[config.mk]
export PLATFORM = sky130hd
export DESIGN_NAME = packet_sink
export DESIGN_NICKNAME = d
export VERILOG_FILES = /design/src/rtl/router_pkg.sv /design/src/rtl/pkt_latency_tracker.sv /design/src/rtl/packet_sink.sv
export SDC_FILE = /design/constraint.sdc
export NUM_CORES = 1
export LEC_CHECK = 0
export ABC_AREA = 1
export ABC_CLOCK_PERIOD_IN_PS = 5550
export CAP_MARGIN = 15
export CORE_ASPECT_RATIO = 1.2
export CORE_MARGIN = 2
export CORE_UTILIZATION = 50
export CTS_CLUSTER_SIZE = 14
export DETAILED_ROUTE_END_ITERATION = 10
export HOLD_SLACK_MARGIN = 0.1
export PLACE_DENSITY_LB_ADDON = 0.12
export SYNTH_ARGS = -nofsm -noshare
export SYNTH_HDL_FRONTEND = slang
export SYNTH_SLANG_ARGS = --single-unit
[constraint.sdc]
create_clock -name clk -period 5.55 [get_ports clk]
set_input_delay 1.11 -clock clk [delete_from_list [all_inputs] [get_ports clk]]
set_output_delay 1.11 -clock clk [all_outputs]
set_load 0.02 [all_outputs]
[src/rtl/router_pkg.sv]
// Shared router/NoC types: flit layout, node address config, and the packet sink's error mask and states.
package router_pkg;

    localparam int FLIT_SIZE  = 24;
    localparam int TAIL_TAG_W = 16;
    localparam int ADDR_W     = 8;

    // Flit layout: [23] valid, [22:21] type, [15:8] xaddr / [7:0] yaddr on HEAD, [15:0] tag on TAIL
    localparam int FT_MSB   = 22;
    localparam int FT_LSB   = 21;
    localparam int XADDR_LSB = 8;
    localparam int YADDR_LSB = 0;

    typedef struct packed {
        int xaddr;
        int yaddr;
    } ROUTER_CONFIG;

    typedef struct packed {
        logic [FLIT_SIZE-1:0] flit;
    } FLIT_t;

    typedef enum logic [1:0] {
        FT_HEAD = 2'd0,
        FT_BODY = 2'd1,
        FT_TAIL = 2'd2,
        FT_RSVD = 2'd3
    } FLIT_TYPE_t;

    typedef struct packed {
        logic timeout;
        logic seq;
        logic addr;
    } SINK_ERR_t;

    typedef enum logic [2:0] {
        S_IDLE      = 3'd0,
        S_WAIT_HEAD = 3'd1,
        S_RECV      = 3'd2,
        S_DRAIN     = 3'd3,
        S_DONE      = 3'd4
    } SINK_STATE_t;

    function automatic FLIT_TYPE_t flit_type(input FLIT_t f);
        return FLIT_TYPE_t'(f.flit[FT_MSB:FT_LSB]);
    endfunction

endpackage

[src/rtl/pkt_latency_tracker.sv]
// Free-running 16-bit cycle counter; latency = counter - TAIL tag (mod 2^16), kept as last/max over good packets.
// Latency is captured on the TAIL cycle and committed one cycle later; no backpressure.
module pkt_latency_tracker
    import router_pkg::*;
(
    input  logic                  clk,
    input  logic                  reset,
    input  logic                  i_tag_vld,
    input  logic [TAIL_TAG_W-1:0] i_tag,
    input  logic                  i_commit,
    output logic [TAIL_TAG_W-1:0] o_last_lat,
    output logic [TAIL_TAG_W-1:0] o_max_lat
);

    logic [TAIL_TAG_W-1:0] cycle_cnt;
    logic [TAIL_TAG_W-1:0] lat_q;

    always_ff @(posedge clk or posedge reset) begin
        if (reset) begin
            cycle_cnt  <= '0;
            lat_q      <= '0;
            o_last_lat <= '0;
            o_max_lat  <= '0;
        end else begin
            cycle_cnt <= cycle_cnt + 1'b1;
            if (i_tag_vld)
                lat_q <= cycle_cnt - i_tag;
            if (i_commit) begin
                o_last_lat <= lat_q;
                if (lat_q > o_max_lat)
                    o_max_lat <= lat_q;
            end
        end
    end

endmodule

[src/rtl/packet_sink.sv]
// Router-ejection packet checker: validates HEAD/BODY*/TAIL structure and address, counts good/bad packets.
// One DONE cycle per packet, then IDLE; flits are accepted only while o_rec_ack is high (no stall of the router).
// PKT_SINK_LAT_EN adds latency tracking from the TAIL tag; otherwise o_last_lat/o_max_lat are 0.
module packet_sink
    import router_pkg::*;
#(
    parameter int           BODY_COUNT  = 2,
    parameter ROUTER_CONFIG router_conf = '{default: 9999},
    parameter int           TIMEOUT     = 64,
    parameter int           CNT_W       = 32
) (
    input  logic                  clk,
    input  logic                  reset,
    input  logic                  i_start,
    input  FLIT_t                 i_flit,
    input  logic                  i_rec_req,
    output logic                  o_rec_ack,
    output logic                  o_pkt_done,
    output logic [CNT_W-1:0]      o_pkt_count,
    output logic [CNT_W-1:0]      o_err_count,
    output logic [2:0]            o_err_code,
    output logic [TAIL_TAG_W-1:0] o_last_lat,
    output logic [TAIL_TAG_W-1:0] o_max_lat,
    output logic                  o_busy
);

    localparam int BC_W = $clog2(BODY_COUNT + 2);
    localparam int TO_W = $clog2(TIMEOUT + 2);
    localparam logic [BC_W-1:0] BODY_MAX = BC_W'(BODY_COUNT);
    localparam logic [TO_W-1:0] TO_MAX   = TO_W'(TIMEOUT);

    SINK_STATE_t     state;
    SINK_ERR_t       err;
    logic [BC_W-1:0] body_cnt;
    logic [TO_W-1:0] to_cnt;

    logic       flit_vld;
    FLIT_TYPE_t ftype;
    logic       addr_ok;
    logic       unused_flit_bits;

    assign flit_vld = i_flit.flit[FLIT_SIZE-1];
    assign ftype    = flit_type(i_flit);
    assign addr_ok  = (i_flit.flit[XADDR_LSB +: ADDR_W] == router_conf.xaddr[ADDR_W-1:0]) &&
                      (i_flit.flit[YADDR_LSB +: ADDR_W] == router_conf.yaddr[ADDR_W-1:0]);
    assign unused_flit_bits = ^i_flit.flit[FT_LSB-1:XADDR_LSB+ADDR_W];
    assign o_busy   = (state != S_IDLE);

    always_ff @(posedge clk or posedge reset) begin
        if (reset) begin
            state       <= S_IDLE;
            err         <= '0;
            body_cnt    <= '0;
            to_cnt      <= '0;
            o_rec_ack   <= 1'b0;
            o_pkt_done  <= 1'b0;
            o_pkt_count <= '0;
            o_err_count <= '0;
            o_err_code  <= '0;
        end else begin
            o_pkt_done <= 1'b0;
            case (state)
                S_IDLE: begin
                    if (i_start && i_rec_req) begin
                        state     <= S_WAIT_HEAD;
                        o_rec_ack <= 1'b1;
                        err       <= '0;
                        body_cnt  <= '0;
                        to_cnt    <= '0;
                    end
                end
                S_WAIT_HEAD, S_RECV, S_DRAIN: begin
                    if (!flit_vld) begin
                        // TIMEOUT bubbles in a row are tolerated; the next one aborts the packet
                        if (to_cnt == TO_MAX) begin
                            err.timeout <= 1'b1;
                            state       <= S_DONE;
                            o_rec_ack   <= 1'b0;
                            o_pkt_done  <= 1'b1;
                        end else begin
                            to_cnt <= to_cnt + 1'b1;
                        end
                    end else begin
                        to_cnt <= '0;
                        if (state == S_WAIT_HEAD) begin
                            if (ftype == FT_HEAD) begin
                                if (!addr_ok)
                                    err.addr <= 1'b1;
                                body_cnt <= '0;
                                state    <= S_RECV;
                            end else begin
                                err.seq <= 1'b1;
                                state   <= S_DRAIN;
                            end
                        end else if (state == S_RECV) begin
                            case (ftype)
                                FT_BODY: begin
                                    if (body_cnt == BODY_MAX) begin
                                        err.seq <= 1'b1;
                                        state   <= S_DRAIN;
                                    end else begin
                                        body_cnt <= body_cnt + 1'b1;
                                    end
                                end
                                FT_TAIL: begin
                                    if (body_cnt != BODY_MAX)
                                        err.seq <= 1'b1;
                                    state      <= S_DONE;
                                    o_rec_ack  <= 1'b0;
                                    o_pkt_done <= 1'b1;
                                end
                                default: begin
                                    err.seq <= 1'b1;
                                    state   <= S_DRAIN;
                                end
                            endcase
                        end else if (ftype == FT_TAIL) begin
                            state      <= S_DONE;
                            o_rec_ack  <= 1'b0;
                            o_pkt_done <= 1'b1;
                        end
                    end
                end
                S_DONE: begin
                    if (err == '0) begin
                        if (~&o_pkt_count)
                            o_pkt_count <= o_pkt_count + 1'b1;
                    end else begin
                        if (~&o_err_count)
                            o_err_count <= o_err_count + 1'b1;
                        o_err_code <= o_err_code | err;
                    end
                    state <= S_IDLE;
                end
                default: begin
                    state     <= S_IDLE;
                    o_rec_ack <= 1'b0;
                end
            endcase
        end
    end

`ifdef PKT_SINK_LAT_EN
    logic lat_load;
    logic lat_commit;

    assign lat_load   = (state == S_RECV) && flit_vld && (ftype == FT_TAIL);
    assign lat_commit = (state == S_DONE) && (err == '0);

    pkt_latency_tracker u_lat (
        .clk        (clk),
        .reset      (reset),
        .i_tag_vld  (lat_load),
        .i_tag      (i_flit.flit[TAIL_TAG_W-1:0]),
        .i_commit   (lat_commit),
        .o_last_lat (o_last_lat),
        .o_max_lat  (o_max_lat)
    );
`else
    assign o_last_lat = '0;
    assign o_max_lat  = '0;
`endif

endmodule

==> run_results.csv, run 1 <==
group,metric,value,unit
status,status,"completed",
min_path,worstHoldPathType,"register to register",
placed_design,port_buffers,92,
layout,drive_gt1_frac,0.0650,
floorplanning,core,11400,um2
setup_path,rr_endpoint,"o_err_count[10]",
clock_tree,numCtsBuffers,9,
logic_synthesis,synth_ff_type,"dfrtp_1",
min_path,hold_start,"o_err_code[0]",
power_and_ir_drop,ir_drop,0.000184,V
floorplanning,die_h,122,um
timing,slew-limit-headroom,0.335,
setup_path,cp_data_required_time,4440,ps
floorplanning,num_rows,43,
timing,tightestPinTransition,997,ps
global_routing,track_usage,0.235,
clock_tree,cts_resized,0,
global_routing,grt_pass1_vias,5037,
setup_path,rr_worst_depth,10,
power_and_ir_drop,power.leakage,0.00326,uW
floorplanning,start_util,0.507,
timing,drv_slew,0,
timing,fin_setup_tns,0,ps
timing,setup_viol,0,
timing,rsz0062_at_grt,"false",
timing,fin_crit,2840,ps
setup_path,cp_max_fo,6,
setup_path,endpoint_kind,"output port",
detailed_routing,drt_iter0_drc,157,
timing,skew,5.56,ps
detailed_routing,via_count,5399,
timing,max_freq,353,MHz
timing,hold_slack,482,ps
layout,syn2layout_area_growth,20.5,%
detailed_routing,vias_per_cell,4.86,
min_path,min_to,"o_err_code[0]",
clock_tree,cts_max_level,3,
layout,num-nets-final,982,
placed_design,place_congestion,0.930,
setup_path,worstReg2RegStart,"o_err_count[0]",
clock_tree,cts_setup_buffers,0,
logic_synthesis,async_flop_share,1.00,
setup_path,startpoint_type,"register",
logic_synthesis,yosysSeqAreaShare,0.364,
job,maxCapViolCount,0,
timing,final_hold_viol_count,0,
clock_tree,clk_latency,350,ps
global_routing,antenna_found_initial,0,
logic_synthesis,synth_cell_types,35,
timing,post-route-period-util,0.511,
placed_design,hpwl,10.3,mm
logic_synthesis,synth_warnings,0,
global_routing,grt_max_degree,58,
detailed_routing,dr.pass1.iters,5,
clock_tree,cts_tree,"yes",
setup_path,r2r_slack,3360,ps
logic_synthesis,synth_edf_count,0,
detailed_routing,totalWireLength,14.1,mm
logic_synthesis,netlist_area,5780,um2
floorplanning,pin_count,130,
setup_path,cp.arrival,1730,ps
layout,n_antenna_cell,0,
detailed_routing,wl_per_cell,12.7,um
global_routing,grt_overflow,0,
power_and_ir_drop,powerDensity,241,nW/um2
clock_tree,cts_buffer_depth,2,
clock_tree,cts.sinks,84,
setup_path,path_class,"register to output port",
detailed_routing,drc,0,
clock_tree,path_clk_slew,60,ps
logic_synthesis,synth_cells,856,
clock_tree,cts-root-buf,"clkbuf_16",
clock_tree,holdBufCountCts,0,
detailed_routing,final_antenna_net_count,0,
logic_synthesis,yosys_register_bits,84,
global_routing,grt_pass1_wl,23.1,mm
floorplanning,die_w,102,um
layout,fill_cells,1112,
logic_synthesis,avgSynthCellArea,6.75,um2
min_path,holdPathStages,1,
floorplanning,die_area,12400,um2
-- per-stage QoR --
stage / worst slack, ps / std cells / cell area, um2 / power, uW / util
detailed placement: 2850 / 1095 / 6680 / 1080 / 0.585
global placement: 2890 / 1095 / 6680 / 1080 / 0.585
global route: 2670 / 1111 / 6970 / 1760 / 0.611
finish: 2710 / 1111 / 6970 / 1680 / 0.611
CTS: 2710 / 1111 / 6970 / 1690 / 0.611
floorplan: 2270 / 887 / 5900 / 974 / -
-- synth_stat cells (2+ instances only) --
library cell,instances,area share
a21oi_1,4,0.0035
a31o_2,3,0.0045
buf_4,35,0.045
buf_6,5,0.0097
buf_8,2,0.0052
dfrtp_1,84,0.36
ha_1,5,0.011
inv_1,42,0.027
inv_2,2,0.0013
nand2_1,402,0.26
nand2_2,23,0.025
nand2_4,2,0.0039
nand3_1,16,0.014
nand3b_1,30,0.039
nand4_1,7,0.0076
nor2_1,115,0.075
nor2_2,4,0.0043
nor2_4,4,0.0078
nor3_1,6,0.0052
o21ai_0,20,0.017
o21bai_1,2,0.0026
or2_2,2,0.0022
xnor2_1,10,0.015
xor2_1,20,0.030
-- state kept, by name, summed over array words and instances, names as in the netlist --
signal and count:
o_pkt_done 1, to_cnt 7, o_err_code 3, o_rec_ack 1, o_err_count 32, body_cnt 2
state 3, o_pkt_count 32, err 3
-- critical path: stages, from the launching register on --
cell and delay (ps):
dfrtp_1 460, inv_1 140, nand2_1 160, clkdlybuf4s50_1 620
-- worst max path at each step --
stage	start	to	slack (ps)	cells past startpoint
6_report	state[2]	o_busy	2710	3
3_3_place_gp	reset	o_err_count[14]	2890	3
2_1_floorplan	reset	body_cnt[0]	2270	1
5_1_grt	state[2]	o_busy	2670	3
3_5_place_dp	reset	o_pkt_count[24]	2850	3
4_1_cts	state[2]	o_busy	2710	3
-- area by class of cell --
class,count,area [um2],area share
repair buffers,93,928,0.133
clock inverters,5,61.3,0.00880
inverters,46,181,0.0260
clock buffers,11,233,0.0334
multi-input cells,715,3270,0.469
flip-flops and latches,84,2100,0.302
well taps,157,196,0.0282
-- cells by family (layout without fill, tap and decap cells) --
logic type      Yosys count  after routing  share of synthesized area
xor+xnor                 30             30                     0.0454
buf+inv                  88            155                     0.0915
other cells               1             32                   0.000649
flops                    84             84                      0.364
compound gates           32             32                     0.0314
simple gates            616            616                      0.457
fa+ha+maj                 5              5                     0.0108
-- power by group --
| group | internal, uW | total, uW | switching, uW | leakage, uW |
|---|---|---|---|---|
| registers | 659 | 707 | 48.4 | 0.00116 |
| clock network | 351 | 613 | 262 | 0.000132 |
| logic | 134 | 359 | 225 | 0.00197 |
-- placed cells by master (no fill, tap or decap), drive strengths merged, types with 2 or more instances in the layout --
cell type,count
a21oi,4
a31o,3
and2,2
clkbuf,11
clkdlybuf4s50,92
clkinvlp,3
conb,32
dfrtp,84
ha,5
inv,46
nand2,428
nand3,17
nand3b,30
nand4,7
nor2,124
nor3,6
o21ai,21
o21bai,2
or2,2
xnor2,10
xor2,20
-- routing by layer --
layer,vias to the layer above,track usage,wire length [um]
met3,30,0.0247,552
met2,123,0.414,7070
met4,0,0.103,416
met1,2467,0.288,6020
li1,2779,-,-
met5,-,0,0
(Power assumes the default switching activity.)
==> inputs of run 2 (changes only) <==
--- a/config.mk
+++ b/config.mk
@@ -6,7 +6,7 @@
 export NUM_CORES = 1
 export LEC_CHECK = 0
 export ABC_AREA = 1
-export ABC_CLOCK_PERIOD_IN_PS = 5550
+export ABC_CLOCK_PERIOD_IN_PS = 2900
 export CAP_MARGIN = 15
 export CORE_ASPECT_RATIO = 1.2
 export CORE_MARGIN = 2
==> constraint.sdc (replaced) <==
create_clock -name clk -period 2.9 [get_ports clk]
set_input_delay 0.58 -clock clk [delete_from_list [all_inputs] [get_ports clk]]
set_output_delay 0.58 -clock clk [all_outputs]
set_load 0.02 [all_outputs]
==> run_results.csv, run 2 (synthesis results as in run 1) <==
group,metric,value,unit
status,status,"completed",
layout,n_antenna_cell,0,
placed_design,pre_cts_slack,808,ps
detailed_routing,dr.pass1.iters,4,
clock_tree,cts_max_level,3,
setup_path,cp.arrival,1710,ps
global_routing,grt_overflow,0,
placed_design,port_buffers,92,
setup_path,endpoint_kind,"output port",
layout,layout_commonest_cell,"nand2_1",
layout,layout.cells.non_filler,1113,
setup_path,startpoint_type,"register",
clock_tree,holdBufCountCts,0,
detailed_routing,final_antenna_net_count,0,
clock_tree,cts.sinks,84,
detailed_routing,drc,0,
timing,fin_crit,2290,ps
power_and_ir_drop,power.leakage,0.00326,uW
clock_tree,clk_latency,340,ps
placed_design,place_inst,1097,
layout,drive_gt1_frac,0.0680,
global_routing,grt_pass1_vias,4880,
placed_design,place_congestion,0.938,
detailed_routing,totalWireLength,13.8,mm
clock_tree,numCtsBuffers,9,
layout,syn2layout_area_growth,20.7,%
clock_tree,cts_resized,0,
timing,drv_slew,0,
detailed_routing,wl_per_cell,12.4,um
setup_path,path_class,"register to output port",
timing,fin_setup_tns,0,ps
layout,num-nets-final,984,
min_path,worstHoldPathType,"input port to async pin",
timing,max_freq,437,MHz
detailed_routing,via_count,5413,
placed_design,hpwl,10.4,mm
floorplanning,die_h,122,um
layout,regArea,2100,um2
floorplanning,die_area,12400,um2
job,maxCapViolCount,0,
floorplanning,num_rows,43,
clock_tree,cts_buffer_depth,2,
detailed_routing,vias_per_cell,4.86,
clock_tree,path_clk_slew,70,ps
clock_tree,cts_tree,"yes",
clock_tree,cts_setup_buffers,0,
timing,skew,7.05,ps
layout,fill_cells,1133,
floorplanning,start_util,0.507,
detailed_routing,drt_iter0_drc,239,
timing,fin_ws,614,ps
global_routing,grt_pass1_wl,22.8,mm
timing,post-route-period-util,0.788,
layout,multi_input_area,3270,um2
global_routing,track_usage,0.231,
timing,setup_viol,0,
power_and_ir_drop,ir_drop,0.000291,V
layout,final_cell_mix,"nand2_1 (402), nor2_1 (115), clkdlybuf4s50_1 (92), dfrtp_1 (84), inv_1 (41)",
setup_path,cp_data_required_time,2320,ps
power_and_ir_drop,powerDensity,448,nW/um2
global_routing,antenna_found_initial,0,
global_routing,grt_max_degree,51,
clock_tree,cts-root-buf,"clkbuf_16",
setup_path,cp_max_fo,6,
floorplanning,core,11400,um2
floorplanning,pin_count,130,
timing,final_hold_viol_count,0,
floorplanning,die_w,102,um
timing,rsz0062_at_grt,"false",
layout,reg_top3,"o_err_count x32, o_pkt_count x32, to_cnt x7",
[run 2: cell count changes in the layout (fill, tap and decap cells not counted)]
cell | before | now
buf_4 | 1 | 2
clkbuf_1 | 2 | 1
bufinv_16 | 1 | 0
buf_12 | 0 | 1
clkinvlp_4 | 3 | 4
inv_6 | 2 | 3
[run 2: final timing paths]
path	start	endpoint	slack, ps	cells past startpoint
min reg2reg	o_err_code[1]	o_err_code[1]	470	1
max reg2reg	o_pkt_count[0]	o_pkt_count[20]	770	10
min in group clk	o_err_code[1]	o_err_code[1]	470	1
max in group asynchronous	reset	o_pkt_count[15]	1870	3
max	state[2]	o_busy	610	3
min	reset	to_cnt[3]	450	2
[run 2: cell type report]
type | count | area share
clock buffers | 10 | 0.0328
clock inverters | 6 | 0.00681
inverters | 46 | 0.0260
multi-input cells | 715 | 0.468
flip-flops and latches | 84 | 0.301
well taps | 157 | 0.0281
repair buffers | 95 | 0.137
[run 2: metal layers]
metal  global-route usage  up-vias  share of wire
met3               0.0407       21          0.052
met4               0.0833        0          0.024
li1                     -     2788              -
met2                0.398      149           0.50
met1                0.289     2455           0.43
met5                    0        -              0
[run 2: report_power, final]
part           switching [uW]  internal, uW
registers                91.1          1260
logic                     436           260
clock network             495           587
[run 2: worst max-delay path, cell delays in order (launching register included)]
cell and delay [ps]:
dfrtp_1 450, inv_1 130, nand2_1 160, clkdlybuf4s50_1 630
[run 2: per-stage QoR]
step,power [uW],instance area (um2),hold WS [ps],util
2_1_floorplan,1860,5900,453,-
3_3_place_gp,2060,6700,465,0.588
3_5_place_dp,2070,6700,463,0.588
4_1_cts,3160,6980,454,0.612
5_1_grt,3310,6980,471,0.612
6_report,3130,6980,453,0.612
